[src/rtl/aclock_set_ctrl.sv]
// Button-driven hour/minute setting controller feeding the alarm-clock core's BCD load bus.
// Optional feature macro: AUTO_REPEAT_EN (held btn_inc auto-repeats after RPT_DLY cycles).
module aclock_set_ctrl #(
   parameter int unsigned LD_HOLD = 12,
   parameter int unsigned TIMEOUT = 1000
`ifdef AUTO_REPEAT_EN
   ,
   parameter int unsigned RPT_DLY = 200,
   parameter int unsigned RPT_PER = 25
`endif
) (
   input  logic       clk,
   input  logic       reset_n,
   input  logic       btn_mode,
   input  logic       btn_inc,
   input  logic       btn_dec,
   input  logic       btn_cancel,
   input  logic       sel_alarm,
   output logic [1:0] H_in1,
   output logic [3:0] H_in0,
   output logic [3:0] M_in1,
   output logic [3:0] M_in0,
   output logic       LD_time,
   output logic       LD_alarm,
   output logic [1:0] edit_fld,
   output logic       busy
);

   localparam int unsigned LD_W  = $clog2(LD_HOLD + 1);
   localparam int unsigned TMO_W = $clog2(TIMEOUT + 1);

   typedef enum logic [1:0] {
      S_IDLE   = 2'd0,
      S_EDIT_H = 2'd1,
      S_EDIT_M = 2'd2,
      S_LOAD   = 2'd3
   } state_t;

   state_t           r_state, w_state_nxt;
   logic [4:0]       r_hour, w_hour_nxt;
   logic [5:0]       r_min, w_min_nxt;
   logic             r_target, w_target_nxt;
   logic [TMO_W-1:0] r_tmo, w_tmo_nxt;
   logic [LD_W-1:0]  r_ld_cnt, w_ld_cnt_nxt;
   logic             r_inc_q, r_dec_q;
   logic             w_inc_edge, w_dec_edge, w_rpt_step;
   logic             w_up, w_dn, w_event, w_edit;
   logic [1:0]       w_fld;

   function automatic logic [3:0] tens_of(input logic [5:0] v);
      if (v >= 6'd50)      return 4'd5;
      else if (v >= 6'd40) return 4'd4;
      else if (v >= 6'd30) return 4'd3;
      else if (v >= 6'd20) return 4'd2;
      else if (v >= 6'd10) return 4'd1;
      else                 return 4'd0;
   endfunction

   function automatic logic [3:0] units_of(input logic [5:0] v);
      return 4'(v - 6'(tens_of(v)) * 6'd10);
   endfunction

   assign w_edit     = (r_state == S_EDIT_H) || (r_state == S_EDIT_M);
   assign w_inc_edge = btn_inc & ~r_inc_q;
   assign w_dec_edge = btn_dec & ~r_dec_q;
   // Simultaneous up and down requests cancel each other out.
   assign w_up       = (w_inc_edge | w_rpt_step) & ~w_dec_edge;
   assign w_dn       = w_dec_edge & ~(w_inc_edge | w_rpt_step);
   assign w_event    = btn_mode | btn_cancel | w_inc_edge | w_dec_edge | w_rpt_step;

`ifdef AUTO_REPEAT_EN
   localparam int unsigned RPT_W = $clog2(RPT_DLY + 1);

   logic [RPT_W-1:0] r_rpt, w_rpt_nxt;

   // Counter reloads after each step so later steps land every RPT_PER cycles.
   assign w_rpt_step = w_edit & btn_inc & r_inc_q & (r_rpt == RPT_W'(RPT_DLY));

   always_comb begin
      w_rpt_nxt = '0;
      if (w_edit && btn_inc && (w_state_nxt == r_state)) begin
         if (w_rpt_step) w_rpt_nxt = RPT_W'(RPT_DLY - RPT_PER + 1);
         else            w_rpt_nxt = r_rpt + 1'b1;
      end
   end

   always_ff @(posedge clk or negedge reset_n) begin
      if (!reset_n) r_rpt <= '0;
      else          r_rpt <= w_rpt_nxt;
   end
`else
   assign w_rpt_step = 1'b0;
`endif

   // Next-state and value update logic.
   always_comb begin
      w_state_nxt  = r_state;
      w_hour_nxt   = r_hour;
      w_min_nxt    = r_min;
      w_target_nxt = r_target;
      w_tmo_nxt    = '0;
      w_ld_cnt_nxt = '0;
      case (r_state)
         S_IDLE: begin
            if (btn_mode) begin
               w_state_nxt  = S_EDIT_H;
               w_target_nxt = sel_alarm;
            end
         end
         S_EDIT_H: begin
            if (w_up)      w_hour_nxt = (r_hour == 5'd23) ? 5'd0 : r_hour + 5'd1;
            else if (w_dn) w_hour_nxt = (r_hour == 5'd0) ? 5'd23 : r_hour - 5'd1;
            if (btn_mode) w_state_nxt = S_EDIT_M;
         end
         S_EDIT_M: begin
            if (w_up)      w_min_nxt = (r_min == 6'd59) ? 6'd0 : r_min + 6'd1;
            else if (w_dn) w_min_nxt = (r_min == 6'd0) ? 6'd59 : r_min - 6'd1;
            if (btn_mode) w_state_nxt = S_LOAD;
         end
         S_LOAD: begin
            if (r_ld_cnt == LD_W'(LD_HOLD)) w_state_nxt = S_IDLE;
            else                            w_ld_cnt_nxt = r_ld_cnt + 1'b1;
         end
         default: w_state_nxt = S_IDLE;
      endcase
      // Cancel overrides mode; inactivity abandons the edit.
      if (w_edit) begin
         if (w_event) w_tmo_nxt = '0;
         else         w_tmo_nxt = r_tmo + 1'b1;
         if (btn_cancel) w_state_nxt = S_IDLE;
         else if (!w_event && (r_tmo == TMO_W'(TIMEOUT - 1))) w_state_nxt = S_IDLE;
      end
   end

   always_comb begin
      w_fld = 2'b00;
      if (w_state_nxt == S_EDIT_H)      w_fld = 2'b01;
      else if (w_state_nxt == S_EDIT_M) w_fld = 2'b10;
   end

   always_ff @(posedge clk or negedge reset_n) begin
      if (!reset_n) begin
         r_state  <= S_IDLE;
         r_hour   <= '0;
         r_min    <= '0;
         r_target <= 1'b0;
         r_tmo    <= '0;
         r_ld_cnt <= '0;
         r_inc_q  <= 1'b0;
         r_dec_q  <= 1'b0;
         H_in1    <= '0;
         H_in0    <= '0;
         M_in1    <= '0;
         M_in0    <= '0;
         LD_time  <= 1'b0;
         LD_alarm <= 1'b0;
         edit_fld <= '0;
         busy     <= 1'b0;
      end else begin
         r_state  <= w_state_nxt;
         r_hour   <= w_hour_nxt;
         r_min    <= w_min_nxt;
         r_target <= w_target_nxt;
         r_tmo    <= w_tmo_nxt;
         r_ld_cnt <= w_ld_cnt_nxt;
         r_inc_q  <= btn_inc;
         r_dec_q  <= btn_dec;
         H_in1    <= 2'(tens_of({1'b0, r_hour}));
         H_in0    <= units_of({1'b0, r_hour});
         M_in1    <= tens_of(r_min);
         M_in0    <= units_of(r_min);
         // Strobe rises the cycle after LOAD entry and lasts LD_HOLD cycles.
         LD_time  <= (r_state == S_LOAD) && (r_ld_cnt < LD_W'(LD_HOLD)) && !r_target;
         LD_alarm <= (r_state == S_LOAD) && (r_ld_cnt < LD_W'(LD_HOLD)) && r_target;
         edit_fld <= w_fld;
         busy     <= (w_state_nxt != S_IDLE);
      end
   end

endmodule

[config.mk]
export PLATFORM = sky130hd
export DESIGN_NAME = aclock_set_ctrl
export DESIGN_NICKNAME = d
export VERILOG_FILES = /design/src/rtl/aclock_set_ctrl.sv
export SDC_FILE = /design/constraint.sdc
export NUM_CORES = 1
export LEC_CHECK = 0
export ABC_AREA = 0
export CELL_PAD_IN_SITES_DETAIL_PLACEMENT = 2
export CELL_PAD_IN_SITES_GLOBAL_PLACEMENT = 2
export CORE_ASPECT_RATIO = 0.7
export CORE_MARGIN = 4
export CORE_UTILIZATION = 33
export CTS_CLUSTER_SIZE = 28
export DETAILED_ROUTE_END_ITERATION = 8
export PLACE_DENSITY = 0.75
export REMOVE_ABC_BUFFERS = 1
export SYNTH_ARGS = -nofsm -noshare
export SYNTH_HDL_FRONTEND = slang
export SYNTH_SLANG_ARGS = --single-unit
[constraint.sdc]
create_clock -name clk -period 2.2 [get_ports clk]
set_input_delay 0.22 -clock clk [delete_from_list [all_inputs] [get_ports clk]]
set_output_delay 0.22 -clock clk [all_outputs]
set_load 0.05 [all_outputs]
Yosys cells after proc, flatten, opt, wreduce, memory -nomap -nowiden
Index checks and enable logic that the tools add are counted.
{ "word_totals": {"regBits": 49, "input_bits": 7, "output_inout_bits": 19, "elab_cells": 104} }
{ "op_classes": {"n_addsub": 8, "mul": 2, "n_lt_le_gt_ge": 11, "n_eq_ne": 9, "n_mux": 32, "bitwise": 11, "reduce_logical": 15} }
{ "op_table": {"columns": ["cell", "n"], "rows": [
  ["2-to-1 mux 2 bit", 12],
  ["2-to-1 mux 4 bit", 6],
  ["2-to-1 mux 6 bit", 4],
  ["2-to-1 mux 10 bit", 2],
  ["2-to-1 mux 5 bit", 4],
  ["greater-or-equal comparator 5 x 6 -> 1 bit, second input constant", 2],
  ["greater-or-equal comparator 6 x 5 -> 1 bit, second input constant", 2],
  ["greater-or-equal comparator 6 bit, second input constant", 2],
  ["adder 10 x 1 -> 10 bit, second input constant", 1],
  ["== test 10 bit, second input constant", 1],
  ["greater-or-equal comparator 5 bit, second input constant", 2],
  ["multiplier 4 x 3 -> 3 bit, second input constant", 2],
  ["one-hot mux 2 bit (4 select lines)", 1],
  ["subtractor 4 bit", 2],
  ["adder 6 x 1 -> 6 bit, second input constant", 1],
  ["== test 2 bit, second input constant", 3],
  ["== test 6 bit, second input constant", 1],
  ["greater-or-equal comparator 6 x 4 -> 1 bit, second input constant", 1],
  ["logical NOT 6 bit", 1],
  ["AND reduction 2 bit", 3],
  ["subtractor 6 x 1 -> 6 bit, second input constant", 1],
  ["adder 5 x 1 -> 5 bit, second input constant", 1],
  ["== test 5 bit, second input constant", 1],
  ["greater-or-equal comparator 5 x 4 -> 1 bit, second input constant", 1],
  ["other kinds (16)", 31]
]} }

Longest topological paths before layout
{ "depth": {"word_depth": 12, "ltp_mapped": 10, "mapped_depth_nobuf": 10} }

Least setup slack after synthesis
Ideal clock, no wire load.
{ "synth_path": {"path_kind": "register to register", "start": "reg r_min[0]", "end": "reg M_in0[3]", "arrival_ns": 1.963, "required_time_ns": 2.074, "path_slack_ns": 0.110, "stages_incl_launch_ff": 11, "cell_sequence": "dfrtp_1 -> inv_1 -> ha_1 -> nor4_2 -> mux2i_1 -> nand2_1 -> o31ai_1 -> ha_1 -> fa_1 -> xnor2_1 -> xnor2_1"} }
{ "synth_between": {"elab_chain_cells": 8} }
{ "synth_lines": {"columns": ["element", "line_no", "source"], "rows": [
  ["start, declared", "41", "logic [5:0] r_min, w_min_nxt;"],
  ["start signal, assigned", "162", "r_min <= w_min_nxt;"],
  ["greater-or-equal comparator 6 x 4 -> 1 bit", "55", "else if (v >= 6'd10) return 4'd1;"],
  ["2-to-1 mux 1 bit", "55", null],
  ["2-to-1 mux 2 bit", "54", "else if (v >= 6'd20) return 4'd2;"],
  ["2-to-1 mux 2 bit", "53", "else if (v >= 6'd30) return 4'd3;"],
  ["2-to-1 mux 3 bit", "52", "else if (v >= 6'd40) return 4'd4;"],
  ["2-to-1 mux 4 bit", "51", "if (v >= 6'd50) return 4'd5;"],
  ["multiplier 4 x 3 -> 3 bit", "60", "return 4'(v - 6'(tens_of(v)) * 6'd10);"],
  ["subtractor 4 bit *", "60", null],
  ["end signal, assigned", "171", "M_in0 <= units_of(r_min);"],
  ["end, declared", "22", "output logic [3:0] M_in0,"]
]} }
Mark *: on every way between the ends. The rest lies on a longest branch, timed or not.
A chain may end at the register's enable or synchronous reset.

Worst setup path in the final report
{ "layout_path": {"start": "reg r_min[1]", "end": "reg M_in0[3]"} }
Same word-level chain as after synthesis.

==> impl_metrics.tcl <==
set metrics [dict create \
    rows 27 \
    synth_warnings 0 \
    cp_max_fo 4 \
    grt_use_total 0.153 \
    clkLatencyLatePin_ns 0.29 \
    synth-async-reset-ratio 1.00 \
    place.gp.congestion 0.780 \
    ys.flop_type "dfrtp_1" \
    hold_slack_ns 0.388 \
    cp.required_ns 2.41 \
    fin_util 0.421 \
    fmax_ghz 0.455 \
    htree_levels 2 \
    area_delta_synth_final_pct 24.0 \
    peakVddDrop_v 0.000930 \
    synth_mux_area_frac 0.0329 \
    critPathLaunchType "flip-flop" \
    vias 2071 \
    grt_first_pass_wirelength_um 11800 \
    drcViolationCount 0 \
    nets 334 \
    synth-edff-count 0 \
    fp.dieW_um 115 \
    finalSetupViolations 0 \
    ys_ff_latch 48 \
    finalInstanceArea_um2 3300 \
    seq_area_frac_synth 0.452 \
    relSlewSlack 0.614 \
    ant_nets 0 \
    critPathCaptureType "flip-flop" \
    synth_top_family_by_area "simple AND/OR/NAND/NOR gates" \
    drv_cap 0 \
    synth-compound-area-share 0.109 \
    drt_wl_total_um 6860 \
    hpwl_um 4960 \
    die_area_um2 9580 \
    critPathKind "reg -> reg" \
    grt.overflow.total 0 \
    syn_area_um2 2660 \
    synth_commonest_cells "dfrtp_1, nor2_1, ha_1" \
    start_util 0.339 \
    power_density_nw_per_um2 1280 \
    hold_viol_final 0 \
    arrival_ns 2.41 \
    synth-xor-area-share 0.0527 \
    status "complete, no violations" \
    vias_per_cell 5.04 \
    yosysMostFrequentCell "dfrtp_1" \
    synth.area.top_cells "dfrtp_1, ha_1, nor2_1, xnor2_1, nand3_1" \
    route.met2.wl_um 3070 \
    route.met3.wl_um 247 \
    drt_iter0_drc 49 \
    syn_avg_cell_area_um2 9.93 \
    numCtsBuffers 5 \
    grt_max_degree 27 \
    core_area_um2 7840 \
    clkTransAtPathRegs_ns 0.07 \
    skew_ns 0.00542 \
    post-route-period-util 0.999 \
    num_antenna_cells 0 \
    tightest_slew_ns 0.578 \
    drive_gt1_frac 0.142 \
    antenna_found_initial 0 \
    portBuffers 24 \
    yosys.cell_types.count 55 \
    die_y_um 83.1 \
    post_dp_cell_area_um2 3090 \
    cts.sinks 48 \
    grt_pass1_vias 2281 \
    hp-class "in -> reg" \
    leakagePower_nw 1.41 \
    dr.max_layer_used "met4" \
    cts_tree "built" \
    wl_met1_um 3490 \
    synthAdderAreaFrac 0.0875 \
    cts_root_buf "clkbuf_16" \
    slew_violations 0 \
    pin_count 26 \
    firstDrtPassIters 4 \
    fin_crit_ns 2.20 \
    synth-simple-area-share 0.220 \
    synth_top_area_frac 0.452 \
    synth_cells 268 \
    yosysTopAreaCell "dfrtp_1" \
    wl_per_cell_um 16.7 \
    clockBufferDepth 2 \
]
[cell families after synthesis]
logic type | Yosys count
compound gates | 43
flops | 48
xor+xnor | 16
fa+ha+maj | 18
mux | 8
buf+inv | 27
simple gates | 107
other cells | 1
[worst paths after layout]
path | from | endpoint | slack, ns | depth (start not counted)
setup / recovery | r_min[1]$_DFFE_PN0P_ | M_in0[3]$_DFF_PN0_ | 0.003 | 9
hold / removal | btn_inc | r_inc_q$_DFF_PN0_ | 0.39 | 1
setup reg to reg | r_min[1]$_DFFE_PN0P_ | M_in0[3]$_DFF_PN0_ | 0.003 | 9
hold reg to reg | r_target$_DFFE_PN0P_ | LD_time$_DFF_PN0_ | 0.46 | 1
max in group asynchronous | reset_n | r_min[1]$_DFFE_PN0P_ | 1.17 | 3
min in group asynchronous | reset_n | r_ld_cnt[3]$_DFF_PN0_ | 0.48 | 2
[power breakdown]
part           internal [mW]  switching (mW)
combinational          0.849            1.27
clock                  0.453           0.325
sequential              1.13           0.207
total                   2.43            1.80
[what timing repair did]
item                                    in CTS  in global routing
buffers inserted                             0                  5
gates resized for setup                      0                  5
hold endpoints to repair                    22                  0
endpoints found under the setup margin       0                  1
hold buffers                                 1                  0
[per-stage QoR]
step                worst slack (ns)  total power, mW  instances  TNS, ns
floorplan                     0.0842             2.70        256        0
global placement               0.129             3.33        397        0
detailed placement            0.0364             3.40        397        0
CTS                           0.0218             4.22        406        0
global route                 -0.0922             4.60        411   -0.108
finish                       0.00255             4.23        411        0
[flip-flops by register name (all words and copies together) (netlist names), 2 cells and up]
register and count:
H_in0 4, H_in1 2, M_in0 4, M_in1 3
edit_fld 2, r_hour 5, r_ld_cnt 4, r_min 6
r_state 2, r_tmo 10
[worst max-delay path: stages, from the launching register on]
cell and delay, ns:
dfrtp_2 0.43, ha_1 0.20, nor4_2 0.29, mux2i_1 0.13
nand2_1 0.12, o31ai_2 0.09, ha_2 0.19, fa_2 0.33
xnor2_1 0.20, xnor2_1 0.14
[routing by layer]
metal / track usage / up-vias
met1: 0.227 / 1036
met2: 0.223 / 21
met5: 0 / -
met3: 0.0371 / 6
met4: 0.0320 / 0
li1: - / 1008
[cells in the final DEF, fill, tap and decap left out, types with 10 or more instances in the layout]
cell,count
xnor2_1,10
buf_4,20
ha_1,16
inv_1,14
a21oi_1,11
dfrtp_1,47
clkdlybuf4s50_1,23
nor2_1,26
nand2_1,16
nand3_1,15
[final cells by class]
type | count | area [um^2]
Fill cell | 872 | 4540
Clock buffer | 7 | 143
Multi-Input combinational cell | 193 | 1350
Clock inverter | 1 | 7.51
Sequential cell | 48 | 1200
Timing Repair Buffer | 46 | 415
Inverter | 15 | 56.3
Tap cell | 101 | 126
Note: power is estimated with default switching activity, not from simulation.
